[src/rtl/ysyx_24090012_mem_arb_pkg.sv]
`default_nettype none
// +----------------------------------------------------------------------------+
// | Module      : ysyx_24090012_mem_arb_pkg                                     |
// | Description : Shared types and constants for the IFU/LSU SRAM arbiter:    |
// |               arbiter state enum, master identifiers, default error data  |
// |               and the winner-selection helper.                            |
// | Revision    : 1.0 - initial release                                       |
// +----------------------------------------------------------------------------+
package ysyx_24090012_mem_arb_pkg;

  // Arbiter ownership state: idle, or the SRAM port is owned by one master.
  typedef enum logic [1:0] {
    ST_IDLE    = 2'd0,
    ST_GNT_IFU = 2'd1,
    ST_GNT_LSU = 2'd2
  } arb_state_e;

  // Master identifiers, also used as the round-robin "last served" pointer.
  localparam logic c_MST_IFU = 1'b0;
  localparam logic c_MST_LSU = 1'b1;

  // Read data returned to a master whose transaction timed out.
  localparam logic [31:0] c_ERR_RDATA_DEFAULT = 32'hDEAD_BEEF;

  // Watchdog counter width.
  localparam int c_WDOG_W = 8;

  // Choose the winning master among the valid requesters. prefer_ifu only
  // matters when both masters request in the same cycle.
  function automatic logic pick_master(input logic ifu_v,
                                       input logic lsu_v,
                                       input logic prefer_ifu);
    logic win;
    if (ifu_v && lsu_v) begin
      win = prefer_ifu ? c_MST_IFU : c_MST_LSU;
    end else if (ifu_v) begin
      win = c_MST_IFU;
    end else begin
      win = c_MST_LSU;
    end
    return win;
  endfunction

endpackage : ysyx_24090012_mem_arb_pkg
`default_nettype wire

[src/rtl/ysyx_24090012_arb_wdog.sv]
`default_nettype none
// +----------------------------------------------------------------------------+
// | Module      : ysyx_24090012_arb_wdog                                        |
// | Description : Response watchdog. Counts granted cycles that saw no SRAM    |
// |               response; flags expiry once the count reaches TIMEOUT and   |
// |               then holds (no wrap) until cleared by the next grant.       |
// | Revision    : 1.0 - initial release                                       |
// +----------------------------------------------------------------------------+
module ysyx_24090012_arb_wdog
  import ysyx_24090012_mem_arb_pkg::*;
#(
  parameter logic [c_WDOG_W-1:0] TIMEOUT = 8'd255
) (
  input  logic clk,
  input  logic rst_n,
  input  logic i_clr,
  input  logic i_en,
  output logic o_expired
);

  logic [c_WDOG_W-1:0] r_cnt;

  assign o_expired = (r_cnt == TIMEOUT);

  // Count unanswered granted cycles; saturate at expiry, restart on each grant.
  always_ff @(posedge clk or negedge rst_n) begin
    if (!rst_n) begin
      r_cnt <= '0;
    end else if (i_clr) begin
      r_cnt <= '0;
    end else if (i_en && !o_expired) begin
      r_cnt <= r_cnt + 1'b1;
    end
  end

endmodule : ysyx_24090012_arb_wdog
`default_nettype wire

[src/rtl/ysyx_24090012_mem_arb.sv]
`default_nettype none
// +----------------------------------------------------------------------------+
// | Module      : ysyx_24090012_mem_arb                                         |
// | Description : Two-master (IFU read-only, LSU read/write) to one SRAM      |
// |               arbiter. Latches the granted request, drives the SRAM from  |
// |               that copy and routes the response only to the owner. A      |
// |               watchdog forces an error response if the SRAM hangs.        |
// |               Optional macro ARB_ROUND_ROBIN_EN selects round-robin tie    |
// |               breaking; otherwise LSU has fixed priority over IFU.        |
// | Revision    : 1.0 - initial release                                       |
// +----------------------------------------------------------------------------+
module ysyx_24090012_mem_arb
  import ysyx_24090012_mem_arb_pkg::*;
#(
  parameter logic [c_WDOG_W-1:0] TIMEOUT   = 8'd255,
  parameter logic [31:0]         ERR_RDATA = c_ERR_RDATA_DEFAULT
) (
  input  logic        clk,
  input  logic        rst_n,
  // IFU request / response
  input  logic        i_ifu_valid,
  input  logic [31:0] i_ifu_addr,
  output logic        o_ifu_ready,
  output logic [31:0] o_ifu_rdata,
  // LSU request / response
  input  logic        i_lsu_valid,
  input  logic [31:0] i_lsu_addr,
  input  logic [31:0] i_lsu_wdata,
  input  logic [3:0]  i_lsu_wmask,
  input  logic        i_lsu_wen,
  output logic        o_lsu_ready,
  output logic [31:0] o_lsu_rdata,
  // SRAM request / response
  output logic        o_sram_valid,
  output logic [31:0] o_sram_addr,
  output logic [31:0] o_sram_wdata,
  output logic [3:0]  o_sram_wmask,
  output logic        o_sram_wen,
  input  logic        i_sram_ready,
  input  logic [31:0] i_sram_rdata,
  // Watchdog expiry pulse
  output logic        o_err
);

  arb_state_e  r_state;
  arb_state_e  w_state_nxt;

  logic [31:0] r_addr;
  logic [31:0] r_wdata;
  logic [3:0]  r_wmask;
  logic        r_wen;

  logic        w_any_req;
  logic        w_prefer_ifu;
  logic        w_win;
  logic        w_grant;
  logic        w_granted;
  logic        w_owner;
  logic        w_expired;
  logic        w_resp;
  logic        w_timeout;
  logic [31:0] w_rdata;

  assign w_any_req = i_ifu_valid | i_lsu_valid;
  assign w_win     = pick_master(i_ifu_valid, i_lsu_valid, w_prefer_ifu);
  assign w_grant   = (r_state == ST_IDLE) && w_any_req;
  assign w_granted = (r_state != ST_IDLE);
  assign w_owner   = (r_state == ST_GNT_LSU) ? c_MST_LSU : c_MST_IFU;

`ifdef ARB_ROUND_ROBIN_EN
  logic r_last;

  // Remember which master was granted last; reset as LSU so IFU wins the first tie.
  always_ff @(posedge clk or negedge rst_n) begin
    if (!rst_n) begin
      r_last <= c_MST_LSU;
    end else if (w_grant) begin
      r_last <= w_win;
    end
  end

  assign w_prefer_ifu = (r_last == c_MST_LSU);
`else
  // Fixed priority: LSU always wins a tie.
  assign w_prefer_ifu = 1'b0;
`endif

  // Capture the winner's request at grant time; master-side changes are ignored afterwards.
  always_ff @(posedge clk or negedge rst_n) begin
    if (!rst_n) begin
      r_addr  <= '0;
      r_wdata <= '0;
      r_wmask <= '0;
      r_wen   <= 1'b0;
    end else if (w_grant) begin
      if (w_win == c_MST_LSU) begin
        r_addr  <= i_lsu_addr;
        r_wdata <= i_lsu_wdata;
        r_wmask <= i_lsu_wmask;
        r_wen   <= i_lsu_wen;
      end else begin
        r_addr  <= i_ifu_addr;
        r_wdata <= '0;
        r_wmask <= '0;
        r_wen   <= 1'b0;
      end
    end
  end

  // Watchdog is cleared on every grant and advances on unanswered granted cycles.
  ysyx_24090012_arb_wdog #(
    .TIMEOUT (TIMEOUT)
  ) u_wdog (
    .clk       (clk),
    .rst_n     (rst_n),
    .i_clr     (w_grant),
    .i_en      (w_granted && !i_sram_ready),
    .o_expired (w_expired)
  );

  // State register.
  always_ff @(posedge clk or negedge rst_n) begin
    if (!rst_n) begin
      r_state <= ST_IDLE;
    end else begin
      r_state <= w_state_nxt;
    end
  end

  // Next-state and completion decode; a real SRAM response beats a same-cycle timeout.
  always_comb begin
    w_state_nxt = r_state;
    w_resp      = 1'b0;
    w_timeout   = 1'b0;
    case (r_state)
      ST_IDLE: begin
        if (w_any_req) begin
          w_state_nxt = (w_win == c_MST_LSU) ? ST_GNT_LSU : ST_GNT_IFU;
        end
      end
      ST_GNT_IFU, ST_GNT_LSU: begin
        if (i_sram_ready) begin
          w_resp      = 1'b1;
          w_state_nxt = ST_IDLE;
        end else if (w_expired) begin
          w_resp      = 1'b1;
          w_timeout   = 1'b1;
          w_state_nxt = ST_IDLE;
        end
      end
      default: begin
        w_state_nxt = ST_IDLE;
      end
    endcase
  end

  // Drive SRAM from the latched copy and route the response to the owner only.
  always_comb begin
    o_sram_valid = w_granted && !w_timeout;
    o_sram_addr  = o_sram_valid ? r_addr  : '0;
    o_sram_wdata = o_sram_valid ? r_wdata : '0;
    o_sram_wmask = o_sram_valid ? r_wmask : '0;
    o_sram_wen   = o_sram_valid ? r_wen   : 1'b0;

    w_rdata      = w_timeout ? ERR_RDATA : i_sram_rdata;

    o_ifu_ready  = w_resp && (w_owner == c_MST_IFU);
    o_ifu_rdata  = o_ifu_ready ? w_rdata : '0;
    o_lsu_ready  = w_resp && (w_owner == c_MST_LSU);
    o_lsu_rdata  = o_lsu_ready ? w_rdata : '0;

    o_err        = w_timeout;
  end

endmodule : ysyx_24090012_mem_arb
`default_nettype wire

[config.mk]
export PLATFORM = sky130hd
export DESIGN_NAME = ysyx_24090012_mem_arb
export DESIGN_NICKNAME = d
export VERILOG_FILES = /design/src/rtl/ysyx_24090012_mem_arb_pkg.sv /design/src/rtl/ysyx_24090012_arb_wdog.sv /design/src/rtl/ysyx_24090012_mem_arb.sv
export SDC_FILE = /design/constraint.sdc
export NUM_CORES = 1
export LEC_CHECK = 0
export ABC_AREA = 1
export CORE_MARGIN = 2
export CORE_UTILIZATION = 38
export DETAILED_ROUTE_END_ITERATION = 10
export GPL_ROUTABILITY_DRIVEN = 0
export HOLD_SLACK_MARGIN = 0.03
export PLACE_DENSITY = 0.87
export SLEW_MARGIN = 20
export SYNTH_ARGS = -nofsm -noshare
export SYNTH_HDL_FRONTEND = slang
export SYNTH_SLANG_ARGS = --single-unit
[constraint.sdc]
create_clock -name clk -period 2.15 [get_ports clk]
set_input_delay 0.3225 -clock clk [delete_from_list [all_inputs] [get_ports clk]]
set_output_delay 0.3225 -clock clk [all_outputs]
set_load 0.03 [all_outputs]
Word-level counts from Yosys, hierarchy flattened
Cells that the tools add are included.
{ "op_classes": {"add_sub_neg": 1, "n_eq_ne": 5, "muxes": 26, "n_bitwise": 2, "reduce_logical": 15} }
{ "op_table": {"columns": ["operator", "n"], "rows": [
  ["$mux 32", 7],
  ["$mux 8", 2],
  ["$mux 1", 10],
  ["$add 8x1->8 const B", 1],
  ["$eq 8x8->1 const B", 1],
  ["$mux 2", 4],
  ["$mux 4", 2],
  ["$logic_and 1x1->1", 7],
  ["$pmux 2 s2", 1],
  ["$reduce_bool 2->1", 2],
  ["$logic_not 1->1", 3],
  ["$ne 3x2->1 const B", 1],
  ["$eq 2x1->1 const B", 1],
  ["$eq 2x2->1 const B", 1],
  ["$logic_not 2->1", 1],
  ["$ne 2x2->1 const B", 1],
  ["$reduce_and 2->1", 1],
  ["$reduce_or 2->1", 1],
  ["$not 1->1", 1],
  ["$or 1x1->1", 1]
]} }
{ "totals": {"register_bits": 79, "inputBits": 138, "out_inout_bits": 137, "wordCells": 55} }

Depth between registers and ports, before layout
{ "logic_depth": {"word_depth": 7, "mapped_depth": 10} }

Hierarchy
A second synthesis with hierarchy kept.
{ "hier_totals": {"cells_unflattened": 726, "area_unflattened_um2": 4782.1} }
{ "by_module_without_submodules": {"columns": ["module", "instances", "cells_per_inst", "area_per_inst_um2"], "rows": [
  ["ysyx_24090012_mem_arb", 1, 656, 4274.1],
  ["ysyx_24090012_arb_wdog", 1, 70, 508.0]
]} }

Least setup slack after synthesis
Ideal clock, no wire load.
{ "synth_timing": {"kind": "register to output", "startpoint": "register r_state[1]", "endpoint": "output port o_lsu_rdata[26]", "arrival_time_ns": 1.778, "t_required_ns": 1.827, "slack_ns": 0.050, "path_stages_with_launch": 11, "n_path_buf": 2, "path_cell_list": "dfrtp_1 > inv_1 > ha_1 > buf_6 > inv_1 > nor2_2 > nand3_4 > buf_6 > nand2_1 > inv_2 > nor2_1"} }
{ "synth_between": {"elab_chain_len": 5, "word_cells_on_any_way": 9} }
{ "synth_lines": {"columns": ["item", "line_no", "rtl"], "rows": [
  ["start: declaration", "ysyx_24090012_mem_arb.sv:45", "arb_state_e r_state;"],
  ["start signal: assignment", "ysyx_24090012_mem_arb.sv:126", "r_state <= w_state_nxt;"],
  ["$eq 2x2->1 or $eq 2x1->1 (tied branches)", "ysyx_24090012_mem_arb.sv:68, ysyx_24090012_mem_arb.sv:135", null],
  ["$reduce_or 2->1", "ysyx_24090012_mem_arb.sv:135", "case (r_state)"],
  ["$mux 1", "ysyx_24090012_mem_arb.sv:135", null],
  ["$mux 32 or $logic_and 1x1->1 (tied branches)", "ysyx_24090012_mem_arb.sv:165, ysyx_24090012_mem_arb.sv:169", null],
  ["$mux 32 (*)", "ysyx_24090012_mem_arb.sv:170", "o_lsu_rdata = o_lsu_ready ? w_rdata : '0;"],
  ["end: declaration", "ysyx_24090012_mem_arb.sv:32", "output logic [31:0] o_lsu_rdata,"]
]} }
Mark *: on every way between the ends. The rest lies on a longest branch, timed or not.

Worst setup path in the final report
{ "layout_timing": {"startpoint": "register u_wdog.r_cnt[1]", "endpoint": "output port o_ifu_rdata[9]"} }
{ "layout_between": {"elab_chain_len": 6, "word_cells_on_any_way": 9} }
{ "layout_lines": {"columns": ["item", "line_no", "rtl"], "rows": [
  ["start: declaration", "ysyx_24090012_arb_wdog.sv:21", "logic [c_WDOG_W-1:0] r_cnt;"],
  ["start signal: assignment", "ysyx_24090012_arb_wdog.sv:32", "r_cnt <= r_cnt + 1'b1;"],
  ["$eq 8x8->1 (*)", "ysyx_24090012_arb_wdog.sv:23", "assign o_expired = (r_cnt == TIMEOUT);"],
  ["$mux 1 (*)", "ysyx_24090012_mem_arb.sv:145", "end else if (w_expired) begin"],
  ["$mux 1", "ysyx_24090012_mem_arb.sv:142", "if (i_sram_ready) begin"],
  ["$mux 1", "ysyx_24090012_mem_arb.sv:135", null],
  ["$mux 32 or $logic_and 1x1->1 (tied branches)", "ysyx_24090012_mem_arb.sv:165, ysyx_24090012_mem_arb.sv:167", null],
  ["$mux 32 (*)", "ysyx_24090012_mem_arb.sv:168", "o_ifu_rdata = o_ifu_ready ? w_rdata : '0;"],
  ["end: declaration", "ysyx_24090012_mem_arb.sv:24", "output logic [31:0] o_ifu_rdata,"]
]} }
Marked as above.

==> metrics <==
largest cells by area after synthesis dfrtp_1 42%, nor2_1 12%, inv_1 12%; DRT iter0 DRCs 277; clock-pin slew on the worst setup and hold paths 0.06 ns; Overall Power 11.3 mW; antenna-violating nets left 0; Global Route Usage Sum 0.236; internal portion of total power 5.87 mW; Area after DPL 7380 µm²; clock share of power 0.130; area of the die 13,200 µm²; total power divided by cell area 1300 nW/µm²; antenna violations before repair 0; maximum capacitance violations 0; area fraction of the dominant cell type after synthesis 0.424; Residual DRC 0; per-cell routed wire length 16.4 µm; source of the worst register-to-register timing path u_wdog.r_cnt[1]$_DFFE_PN0P_; first-pass GRT wire length 24,600 µm; number of register bits inferred by synthesis 79; via count 5,468; switching fraction of total power 0.479; worst hold path type input pin to asynchronous set/reset pin; time the worst path needs with I/O delays and setup ~2.4 ns; die width 115 µm; r2r setup slk 0.38 ns; Final Slew Violations 0; most common cell in the netlist nor2_1; count of yosys warnings during synthesis 0; Inserted Clock Buffers 9; final net count around 1.1k; ys flop type dfrtp_1; detail-routed via count per cell approximately 4.9; number of antenna diodes 0; hold violation count in the final report 0; element type at the critical path end output pin; Register-to-Register Path Depth 9; Crit path arrival time ~2.1 ns; total core area 12,000 µm²; maximum achievable frequency 419 MHz; endpoint required time on the critical path 1.83 ns; part of the power in registers 0.208; effective utilization at floorplan 0.389; Post-DP HPWL roughly 11,000 µm; Boundary Pins 275; overall overflow remaining after global route 0; total instance count after detailed placement 1,070; crit path kind register to output pin; number of cells produced by synthesis 669; Lkg Pwr about 4.3 nW; sort of element at the start of the critical path register; fraction of registers with async set/reset 1.00; largest net degree at the start of global routing 63; net count after synthesis 810; First-pass DRT Iterations 4; CTS root buffer clkbuf_16; slew of the pin with the lowest slew margin between 0.4 and 0.5 ns; worst vdd ir 0.000968 V; setup slack of the critical path after layout -0.235 ns; IO buf count 274; post-synth top area cell dfrtp_1; Worst-Skew Late Latency 0.34 ns; share of power burned in combinational logic 0.662; cell types with the highest counts after synthesis 153 x nor2_1, 150 x inv_1, 85 x nand2_1, 79 x dfrtp_1, 74 x o21ai_0; clock skew after layout 0.0113 ns; Layout Area Growth over Synthesis 86.1%; minimum hold slack ~0.47 ns; Final Setup Violations 120; final cycle utilization of the critical path 1.11; total non-filler cell area in the finished layout slightly below 9000 µm²; layout cells sized above 1 0.327; final instance count without filler cells 1,110; Num Clock Sinks 79; total routed wirelength 18,200 µm; setup repair after global routing missed its margin yes; Post-Syn Area 4670 µm²; clock tree from TritonCTS done; Mean Syn Cell Area around 7 µm²; Worst Setup EP o_ifu_rdata[9]; failing checks negative setup slack; relative max-transition margin 0.724; run status finished with violations; switching power approximately 5.4 mW; chip height 115 µm; maximum fanout along the worst path 8; Seq/Total Area, Yosys 0.424; Reg2Reg Capture Point u_wdog.r_cnt[6]$_DFFE_PN0P_; vias in the first global route 5,054; number of rows created at floorplan 40; maximum buffer depth of the clock tree 2; number of enable-type register cells in the synthesized netlist 0; Crit. Startpoint u_wdog.r_cnt[1]$_DFFE_PN0P_; Yosys cell types 25; H-tree levels 3
[registers in the layout, summed over array words and instances, names as in the netlist]
| signal | cells |
|---|---|
| r_wen | 1 |
| r_state | 2 |
| r_wdata | 32 |
| u_wdog.r_cnt | 8 |
| r_wmask | 4 |
| r_addr | 32 |
[worst max-delay path: stages (launching register included)]
cell and delay, ns:
dfrtp_1 0.38, ha_2 0.21, nand2_2 0.08, nor2_4 0.17, nand2_2 0.10, nand2_4 0.12
nand3_4 0.13, clkbuf_16 0.22, nor2_1 0.14, buf_4 0.19
[power groups by stage]
stage | combinational (mW) | sequential (mW) | clock, mW
floorplan | 3.85 | 2.31 | 0
global placement | 5.98 | 2.33 | 0
detailed placement | 6.07 | 2.36 | 0
CTS | 6.52 | 2.33 | 1.50
global route | 7.89 | 2.40 | 1.57
finish | 7.46 | 2.35 | 1.47
[per-stage QoR]
stage | utilization | TNS, ns | setup WS, ns
global placement | 0.614 | 0 | 0.0290
floorplan | - | 0 | 0.0499
detailed placement | 0.614 | 0 | 0.00796
finish | 0.723 | -17.14 | -0.235
CTS | 0.661 | -2.08 | -0.0936
global route | 0.723 | -26.32 | -0.306
[repair_timing]
item / 4_1_cts / 5_1_grt
gates resized for setup: 52 / 174
hold buffers: 1 / 0
setup buffers: 10 / 4
endpoints found under the setup margin: 120 / 128
endpoints found under the hold margin: 29 / 0
gates cloned: 2 / 7
pin swaps: 5 / 9
[cells in the final DEF, fill, tap and decap left out]
cell type | Yosys | final
o21ai_0 | 74 | 74
xnor2_1 | 1 | 1
buf_6 | 9 | 55
nand3_4 | 3 | 3
ha_4 | 0 | 1
o21bai_1 | 1 | 1
clkinvlp_4 | 0 | 1
ha_2 | 0 | 2
inv_8 | 0 | 2
inv_6 | 0 | 2
nand2_1 | 85 | 74
inv_2 | 3 | 21
nand4_1 | 16 | 16
clkbuf_16 | 0 | 15
nor2_2 | 4 | 26
clkdlybuf4s50_1 | 0 | 136
inv_1 | 150 | 125
buf_4 | 11 | 94
nor2_4 | 2 | 41
nor2_1 | 153 | 92
inv_4 | 0 | 6
clkinv_4 | 0 | 3
nor3_1 | 1 | 1
buf_16 | 0 | 1
nand2_8 | 0 | 1
clkinv_2 | 0 | 1
clkdlybuf4s15_2 | 0 | 1
xor2_1 | 1 | 1
buf_12 | 0 | 23
nand2_2 | 4 | 8
nand2_4 | 1 | 7
nand3_2 | 0 | 1
dlygate4sd3_1 | 0 | 1
dfrtp_1 | 79 | 79
a21oi_1 | 1 | 1
o22ai_1 | 32 | 32
nand3_1 | 14 | 14
[how the worst min path moves through the flow]
stage               slack (ns)  depth (start not counted)  startpoint                endpoint
finish                    0.47                          2       rst_n  r_addr[30]$_DFFE_PN0P_
global route              0.53                          2       rst_n  r_state[1]$_DFFE_PN0P_
CTS                       0.48                          2       rst_n  r_state[1]$_DFFE_PN0P_
detailed placement        0.29                          1       rst_n  r_addr[30]$_DFFE_PN0P_
global placement          0.29                          1       rst_n  r_addr[30]$_DFFE_PN0P_
floorplan                 0.03                          0       rst_n   r_addr[0]$_DFFE_PN0P_
[per-layer routing]
layer	vias up	track usage	part of all wire
li1	2605	-	-
met1	2548	0.259	0.37
met2	272	0.434	0.51
met3	43	0.0738	0.089
met4	0	0.0779	0.031
met5	-	0	0
[layout make-up]
type,instances,area (µm²)
clock buffers,9,225
clock inverters,7,61.3
fillers,829,3330
inverters,154,603
multi-input cells,397,2290
flip-flops and latches,79,1980
well taps,147,184
repair buffers,317,3350
[cell families after synthesis]
logic type	share of synthesized area
fa+ha+maj	0.00804
compound gates	0.125
flops	0.424
simple gates	0.258
buf+inv	0.182
xor+xnor	0.00375
(Power assumes the default switching activity.)
